===== src/rtl/key_pulse_pkg.sv =====
// key_pulse_pkg: shared channel state encoding and counter sizing for key_pulse
package key_pulse_pkg;
  typedef enum logic [1:0] {IDLE, HELD, REPEAT} chan_state_e;
  function automatic int cnt_width(input int a, input int b, input int c);
    int m;
    m = (a > b) ? a : b;
    m = (m > c) ? m : c;
    return $clog2(m) + 1;
  endfunction
endpackage


===== src/rtl/key_pulse_chan.sv =====
// key_pulse_chan: one key channel; ports clk, rst (async high), key (raw), level/pulse/toggle (registered)
module key_pulse_chan
  import key_pulse_pkg::*;
#(
  parameter int DEBOUNCE_CYCLES = 16,
  parameter int REPEAT_DELAY    = 0,
  parameter int REPEAT_PERIOD   = 1
) (
  input  logic clk,
  input  logic rst,
  input  logic key,
  output logic level,
  output logic pulse,
  output logic toggle
);
  localparam int W = cnt_width(DEBOUNCE_CYCLES, REPEAT_DELAY, REPEAT_PERIOD);
  localparam logic [W-1:0] DB_LAST = W'(DEBOUNCE_CYCLES - 1);
  localparam logic [W-1:0] RD_LAST = W'(REPEAT_DELAY - 1);
  localparam logic [W-1:0] RP_LAST = W'(REPEAT_PERIOD - 1);
  logic        meta_q, sync_q;
  logic        level_q, level_d, pulse_q, pulse_d, toggle_q, toggle_d;
  logic [W-1:0] dcnt_q, dcnt_d, rcnt_q, rcnt_d;
  chan_state_e state_q, state_d;
  always_comb begin
    dcnt_d  = '0;
    level_d = level_q;
    if (sync_q != level_q) begin
      if (dcnt_q == DB_LAST) level_d = sync_q;
      else dcnt_d = dcnt_q + 1'b1;
    end
  end
  // FSM reacts to the level being committed this edge so the press pulse lands with the level.
  always_comb begin
    state_d  = state_q;
    rcnt_d   = rcnt_q;
    pulse_d  = 1'b0;
    toggle_d = toggle_q;
    case (state_q)
      IDLE: if (level_d && !level_q) begin
        pulse_d  = 1'b1;
        toggle_d = ~toggle_q;
        rcnt_d   = '0;
        state_d  = HELD;
      end
      HELD: if (!level_d) state_d = IDLE;
      else if (REPEAT_DELAY != 0 && rcnt_q == RD_LAST) begin
        pulse_d = 1'b1;
        rcnt_d  = '0;
        state_d = REPEAT;
      end else if (rcnt_q != '1) rcnt_d = rcnt_q + 1'b1;
      REPEAT: if (!level_d) state_d = IDLE;
      else if (rcnt_q == RP_LAST) begin
        pulse_d = 1'b1;
        rcnt_d  = '0;
      end else rcnt_d = rcnt_q + 1'b1;
      default: state_d = IDLE;
    endcase
  end
  always_ff @(posedge clk or posedge rst) begin
    if (rst) begin
      meta_q   <= 1'b0;
      sync_q   <= 1'b0;
      dcnt_q   <= '0;
      level_q  <= 1'b0;
      rcnt_q   <= '0;
      state_q  <= IDLE;
      pulse_q  <= 1'b0;
      toggle_q <= 1'b0;
    end else begin
      meta_q   <= key;
      sync_q   <= meta_q;
      dcnt_q   <= dcnt_d;
      level_q  <= level_d;
      rcnt_q   <= rcnt_d;
      state_q  <= state_d;
      pulse_q  <= pulse_d;
      toggle_q <= toggle_d;
    end
  end
  assign level  = level_q;
  assign pulse  = pulse_q;
  assign toggle = toggle_q;
endmodule


===== src/rtl/key_pulse.sv =====
// key_pulse: multi-channel key conditioner; ports clk, rst (async high), key[CHANNELS] raw, level/pulse/toggle[CHANNELS]
module key_pulse #(
  parameter int CHANNELS        = 4,
  parameter int DEBOUNCE_CYCLES = 16,
  parameter int REPEAT_DELAY    = 0,
  parameter int REPEAT_PERIOD   = 1
) (
  input  logic                clk,
  input  logic                rst,
  input  logic [CHANNELS-1:0] key,
  output logic [CHANNELS-1:0] level,
  output logic [CHANNELS-1:0] pulse,
  output logic [CHANNELS-1:0] toggle
);
  for (genvar i = 0; i < CHANNELS; i++) begin : g_chan
    key_pulse_chan #(
      .DEBOUNCE_CYCLES(DEBOUNCE_CYCLES),
      .REPEAT_DELAY   (REPEAT_DELAY),
      .REPEAT_PERIOD  (REPEAT_PERIOD)
    ) u_chan (
      .clk   (clk),
      .rst   (rst),
      .key   (key[i]),
      .level (level[i]),
      .pulse (pulse[i]),
      .toggle(toggle[i])
    );
  end
endmodule

===== config.mk =====
export PLATFORM = sky130hd
export DESIGN_NAME = key_pulse
export DESIGN_NICKNAME = d
export VERILOG_FILES = /design/src/rtl/key_pulse_pkg.sv /design/src/rtl/key_pulse_chan.sv /design/src/rtl/key_pulse.sv
export SDC_FILE = /design/constraint.sdc
export NUM_CORES = 1
export LEC_CHECK = 0
export BUFFER_PORTS_ARGS = -buffer_cell sky130_fd_sc_hd__buf_2
export CAP_MARGIN = 20
export CORE_ASPECT_RATIO = 1.2
export CORE_MARGIN = 2
export CORE_UTILIZATION = 30
export CTS_CLUSTER_SIZE = 24
export DETAILED_ROUTE_END_ITERATION = 6
export GPL_TIMING_DRIVEN = 0
export PLACE_DENSITY_LB_ADDON = 0.15
export SYNTH_ARGS = -nofsm -noshare
export SYNTH_HDL_FRONTEND = slang
export SYNTH_SLANG_ARGS = --single-unit

===== constraint.sdc =====
create_clock -name clk -period 4 [get_ports clk]
set_input_delay 0.6 -clock clk [delete_from_list [all_inputs] [get_ports clk]]
set_output_delay 0.6 -clock clk [all_outputs]
set_load 0.01 [all_outputs]

# Word-level counts from Yosys, hierarchy flattened

Index checks and enable logic that the tools add are counted.

Reductions and logical operators: 36
Divide/modulo/power cells: 0
Muxes and demuxes: 68
Equality and inequality tests: 40
Shift operators: 0
Add/subtract/negate cells: 8
Bitwise gates (word level): 4
$lt $le $gt $ge: 0
Multiply operators: 0

Operators with widths:

| kind                  | count |
|---|---|
| $mux W5               | 28 |
| $pmux W5 S3           | 4 |
| $add A5 B1 Y5 const B | 8 |
| $ne A2 B1 Y1 const B  | 16 |
| $eq A5 B4 Y1 const B  | 4 |
| $logic_not A5 Y1      | 4 |
| $mux W1               | 20 |
| $ne A5 B5 Y1 const B  | 4 |
| $reduce_and A5 Y1     | 4 |
| $mux W2               | 8 |
| $pmux W2 S2           | 4 |
| $reduce_and A2 Y1     | 8 |
| $reduce_bool A3 Y1    | 4 |
| $eq A2 B1 Y1 const B  | 4 |
| $eq A2 B2 Y1 const B  | 4 |
| $logic_not A2 Y1      | 4 |
| $ne A2 B2 Y1 const B  | 4 |
| $pmux W1 S2           | 4 |
| $reduce_or A2 Y1      | 4 |
| $logic_and A1 B1 Y1   | 4 |
| $logic_not A1 Y1      | 4 |
| $ne A1 B1 Y1          | 4 |
| $not A1 Y1            | 4 |

Memory bits (read-only): 0
Latch bits: 0
Bits of input ports: 6
Word-level logic and storage cells: 188
Memories: 0
Bits in writable memories: 0
Register bits after elaboration: 68

# Depth between registers and ports, before layout

Word-level depth: 6
Mapped depth: 4

# Hierarchy

A second synthesis with hierarchy kept.

Cells, all modules: 120
Area total of the unflattened synthesis: 1746.7 um^2

Modules (own cells, without submodules):

| module         | instances | area an instance (um^2) | seq. area each (um^2) | cells each |
|---|---|---|---|---|
| key_pulse_chan | 4         | 436.7                   | 275.3                 | 30 |

# Worst setup path after synthesis

OpenSTA, ideal clock, no wires.

Path kind: reg-to-reg
From: register g_chan[3].u_chan.dcnt_q[0]
To: register g_chan[3].u_chan.state_q[0]
Path buffers: 0
Stages on the path, launching flop included: 5
Data arrival time: 1.208 ns
Clock period less this slack: 1.341 ns
Data required time: 3.867 ns
Setup slack: 2.659 ns
Path through: dfrtp_1 > ha_1 > nand4b_2 > mux2_2 > a21boi_0

Longest elaborated chain between the ends: 6
Elaborated cells on any way between the ends: 7

Ends and longest elaborated chain:

| element                       | RTL line             | source |
|---|---|---|
| start: declaration            | key_pulse_chan.sv:22 | `logic [W-1:0] dcnt_q, dcnt_d, rcnt_q, rcnt_d;` |
| start signal: assignment      | key_pulse_chan.sv:72 | `dcnt_q <= dcnt_d;` |
| $eq A5 B4 Y1 *                | key_pulse_chan.sv:28 | `if (dcnt_q == DB_LAST) level_d = sync_q;` |
| $mux W1 *                     | key_pulse_chan.sv:28 |  |
| $mux W1 *                     | key_pulse_chan.sv:27 | `if (sync_q != level_q) begin` |
| via g_chan[3].u_chan.level_d  | key_pulse_chan.sv:21 | `logic level_q, level_d, pulse_q, pulse_d, toggle_q, toggle_d;` |
| $logic_and A1 B1 Y1           | key_pulse_chan.sv:39 | `IDLE: if (level_d && !level_q) begin` |
| $ne A2 B1 Y1 (no line)        | n/a                  |  |
| $reduce_and A2 Y1 (no line) * | n/a                  |  |
| end signal: assignment        | key_pulse_chan.sv:75 | `state_q <= state_d;` |
| end: declaration              | key_pulse_chan.sv:23 | `chan_state_e state_q, state_d;` |

Mark *: on every way through the listed nets, which the timed path passes. The rest lies on a longest branch.
A chain may end at the register's enable or synchronous reset.

# Final worst setup path

From: register g_chan[2].u_chan.level_q
To: output port level[2]

RTL lines:

| element                  | RTL line             | source |
|---|---|---|
| start: declaration       | key_pulse_chan.sv:21 |  |
| start signal: assignment | key_pulse_chan.sv:73 | `level_q <= level_d;` |
| end: declaration         | key_pulse.sv:11      | `output logic [CHANNELS-1:0] level,` |

No word-level cell between the ends.

==> impl_metrics.tcl <==
set metrics [dict create \
    core-area_um2 5930 \
    dpl-instance-area_um2 2000 \
    cts-htree-levels 2 \
    synth_nets 139 \
    yosysSeqAreaShare_pct 60.7 \
    finalSetupViolations 0 \
    cp-end-kind "output port" \
    gp_congestion 0.677 \
    yosysTopAreaCellShare_pct 60.7 \
    p_per_area_nw_per_um2 360 \
    place_inst 228 \
    synth-xor-area-share_pct 7.73 \
    grt_overflow 0 \
    finalNonFillerCells 233 \
    peakVddDrop_v 0.000235 \
    hold_slack_ps 349 \
    nFillCells 575 \
    diodes 0 \
    syn_to_final_growth_pct 14.1 \
    antenna_left 0 \
    firstDrtPassIters 2 \
    layout_min_cycle_time_ps 1620 \
    start_util_pct 30.6 \
    insertion_delay_ps 280 \
    cts_hold_buf 0 \
    cp_slowest_stage_delay_ps 450 \
    drive_gt1_share_pct 31.8 \
    synth_largest_area_cell "dfrtp_1" \
    die_h_um 89.2 \
    synth_compound_area_share_pct 3.04 \
    syn_area_per_cell_um2 14.1 \
    fin_skew_ps 5.90 \
    io_buffers 17 \
    ys_types 17 \
    fmax_mhz 617 \
    final-hold-violation-count 0 \
    crit_slowest_cell "dfrtp_1" \
    cp_cell_sequence "buf_4 -> buf_2" \
    syn_area_um2 1810 \
    vias 938 \
    grt_max_degree 45 \
    synth_top_family_by_area "simple AND/OR/NAND/NOR gates" \
    synth-main-ff-cell "dfrtp_1" \
    max_cap_violations 0 \
    crit_fanout 5 \
    cts.sinks 44 \
    worst_pin_slew_ps 886 \
    ctsResizeCount 0 \
    finish.net_count 163 \
    crit_type "flip-flop to output port" \
    synth_fa_ha_area_share_pct 2.76 \
    crit_path_start_kind "flip-flop" \
    cts_tree "done" \
    io_pins 18 \
    via_per_inst 4.03 \
    synth-edff-count 0 \
    hpwl_um 1810 \
    synthSimpleGateAreaFrac_pct 17.3 \
    status "finished, final reports clean" \
    grt_pass1_wl_um 4500 \
    min_path_cells 0 \
    path_delay_family "flip-flops" \
    cts-root-buf "clkbuf_8" \
    synth_most_common_cell "dfrtp_1" \
    drt_iter0_markers 25 \
    ys_ff_latch 44 \
    rsz0062_at_grt "false" \
    async_flop_share_pct 100 \
    yosys-mux-area-fraction_pct 2.48 \
    routed_wl_um 2520 \
    grt_pass1_vias 1007 \
    synth_warnings 0 \
    slew_headroom_pct 40.8 \
    yosys-top-cells-count "dfrtp_1 (44), xor2_1 (16), buf_4 (12), nand2_1 (8), nor2_1 (8)" \
    cts_setup_buffers 0 \
    p_leak_nw 1.20 \
    crit_arrival_ps 1020 \
    final.setup.tns_ps 0 \
    period_share_pct 40.5 \
    drc 0 \
    die_area_um2 6680 \
    hold_path_class "flip-flop to flip-flop" \
    die_w_um 75.0 \
    drt-wirelength-per-cell_um 10.8 \
    fin_area_um2 2070 \
    utilization_pct 34.9 \
    std_cell_rows 31 \
    reg2regPathDepth 4 \
    clockBufferDepth 2 \
    maxSlewViolCount 0 \
    synthCells 129 \
    cp_data_required_time_ps 3400 \
    path_depth 2 \
    synthTopCellsByArea "dfrtp_1 (61%), xor2_1 (7.7%), nor4b_4 (5.2%)" \
    track_usage_pct 8.96 \
    numCtsBuffers 5 \
    antenna_found_initial 0 \
    path_clk_slew_ps 70 \
    cp_num_buf_inv 2 \
]
[per-stage QoR]
step	power (mW)	setup WS, ps
3_3_place_gp	0.511	1880
5_1_grt	0.789	2330
4_1_cts	0.763	2360
3_5_place_dp	0.514	2520
6_report	0.744	2380
2_1_floorplan	0.502	2370
[final timing paths]
| check | startpoint | slack [ps] | endpoint |
|---|---|---|---|
| setup / recovery | g_chan[2].u_chan.level | 2380 | level[2] |
| hold / removal | g_chan[1].u_chan.meta_q | 350 | g_chan[1].u_chan.sync_q |
| setup reg to reg | g_chan[3].u_chan.dcnt_q[0] | 2580 | g_chan[3].u_chan.state_q[0] |
| hold reg to reg | g_chan[1].u_chan.meta_q | 350 | g_chan[1].u_chan.sync_q |
| max in group asynchronous | rst | 2940 | g_chan[1].u_chan.pulse |
| min in group asynchronous | rst | 500 | g_chan[2].u_chan.state_q[0] |
[flip-flops by register name, indices dropped and copies added, names as in the netlist]
signal and count:
g_chan.u_chan.dcnt_q 20, g_chan.u_chan.state_q 4, g_chan.u_chan.level 4, g_chan.u_chan.sync_q 4, g_chan.u_chan.pulse 4, g_chan.u_chan.toggle 4
g_chan.u_chan.meta_q 4
[kinds of logic after synthesis]
kind of cell | after synthesis
xor+xnor | 16
simple gates | 36
fa+ha+maj | 4
flops | 44
compound gates | 8
buf+inv | 17
mux | 4
[cell usage in the layout, fill, tap and decap left out]
| master | count |
|---|---|
| a21boi_0 | 4 |
| a31oi_1 | 4 |
| and2_1 | 6 |
| and3_1 | 1 |
| and3_2 | 1 |
| buf_2 | 17 |
| buf_4 | 12 |
| clkbuf_8 | 5 |
| dfrtp_1 | 44 |
| ha_1 | 4 |
| inv_1 | 4 |
| inv_2 | 1 |
| mux2_2 | 4 |
| nand2_1 | 8 |
| nand3_1 | 4 |
| nand4b_2 | 1 |
| nand4b_4 | 3 |
| nor2_1 | 8 |
| nor4b_4 | 4 |
| xor2_1 | 16 |
[metal layers]
metal  vias to the layer above  wire, µm  global-route usage (%)
met5                         -         0                       0
met4                         0        41                    3.41
met3                         4        82                    3.04
met2                        14      1270                    15.4
met1                       458      1130                    10.2
li1                        462         -                       -
[layout make-up]
cell class / instances / area (µm²) / area share [%]
inverter: 5 / 18.8 / 0.907
sequential: 44 / 1100 / 53.2
multi-input combinational: 68 / 603 / 29.1
buffer: 12 / 90.1 / 4.35
clock buffer: 5 / 68.8 / 3.33
tap: 82 / 103 / 4.96
timing repair buffer: 17 / 85.1 / 4.11
[power breakdown]
part	total, mW	switching, mW	internal, mW
Clock	0.241	0.129	0.113
Sequential	0.470	0.0115	0.459
Combinational	0.0329	0.0192	0.0136
Power figures use the tool's default switching activity.
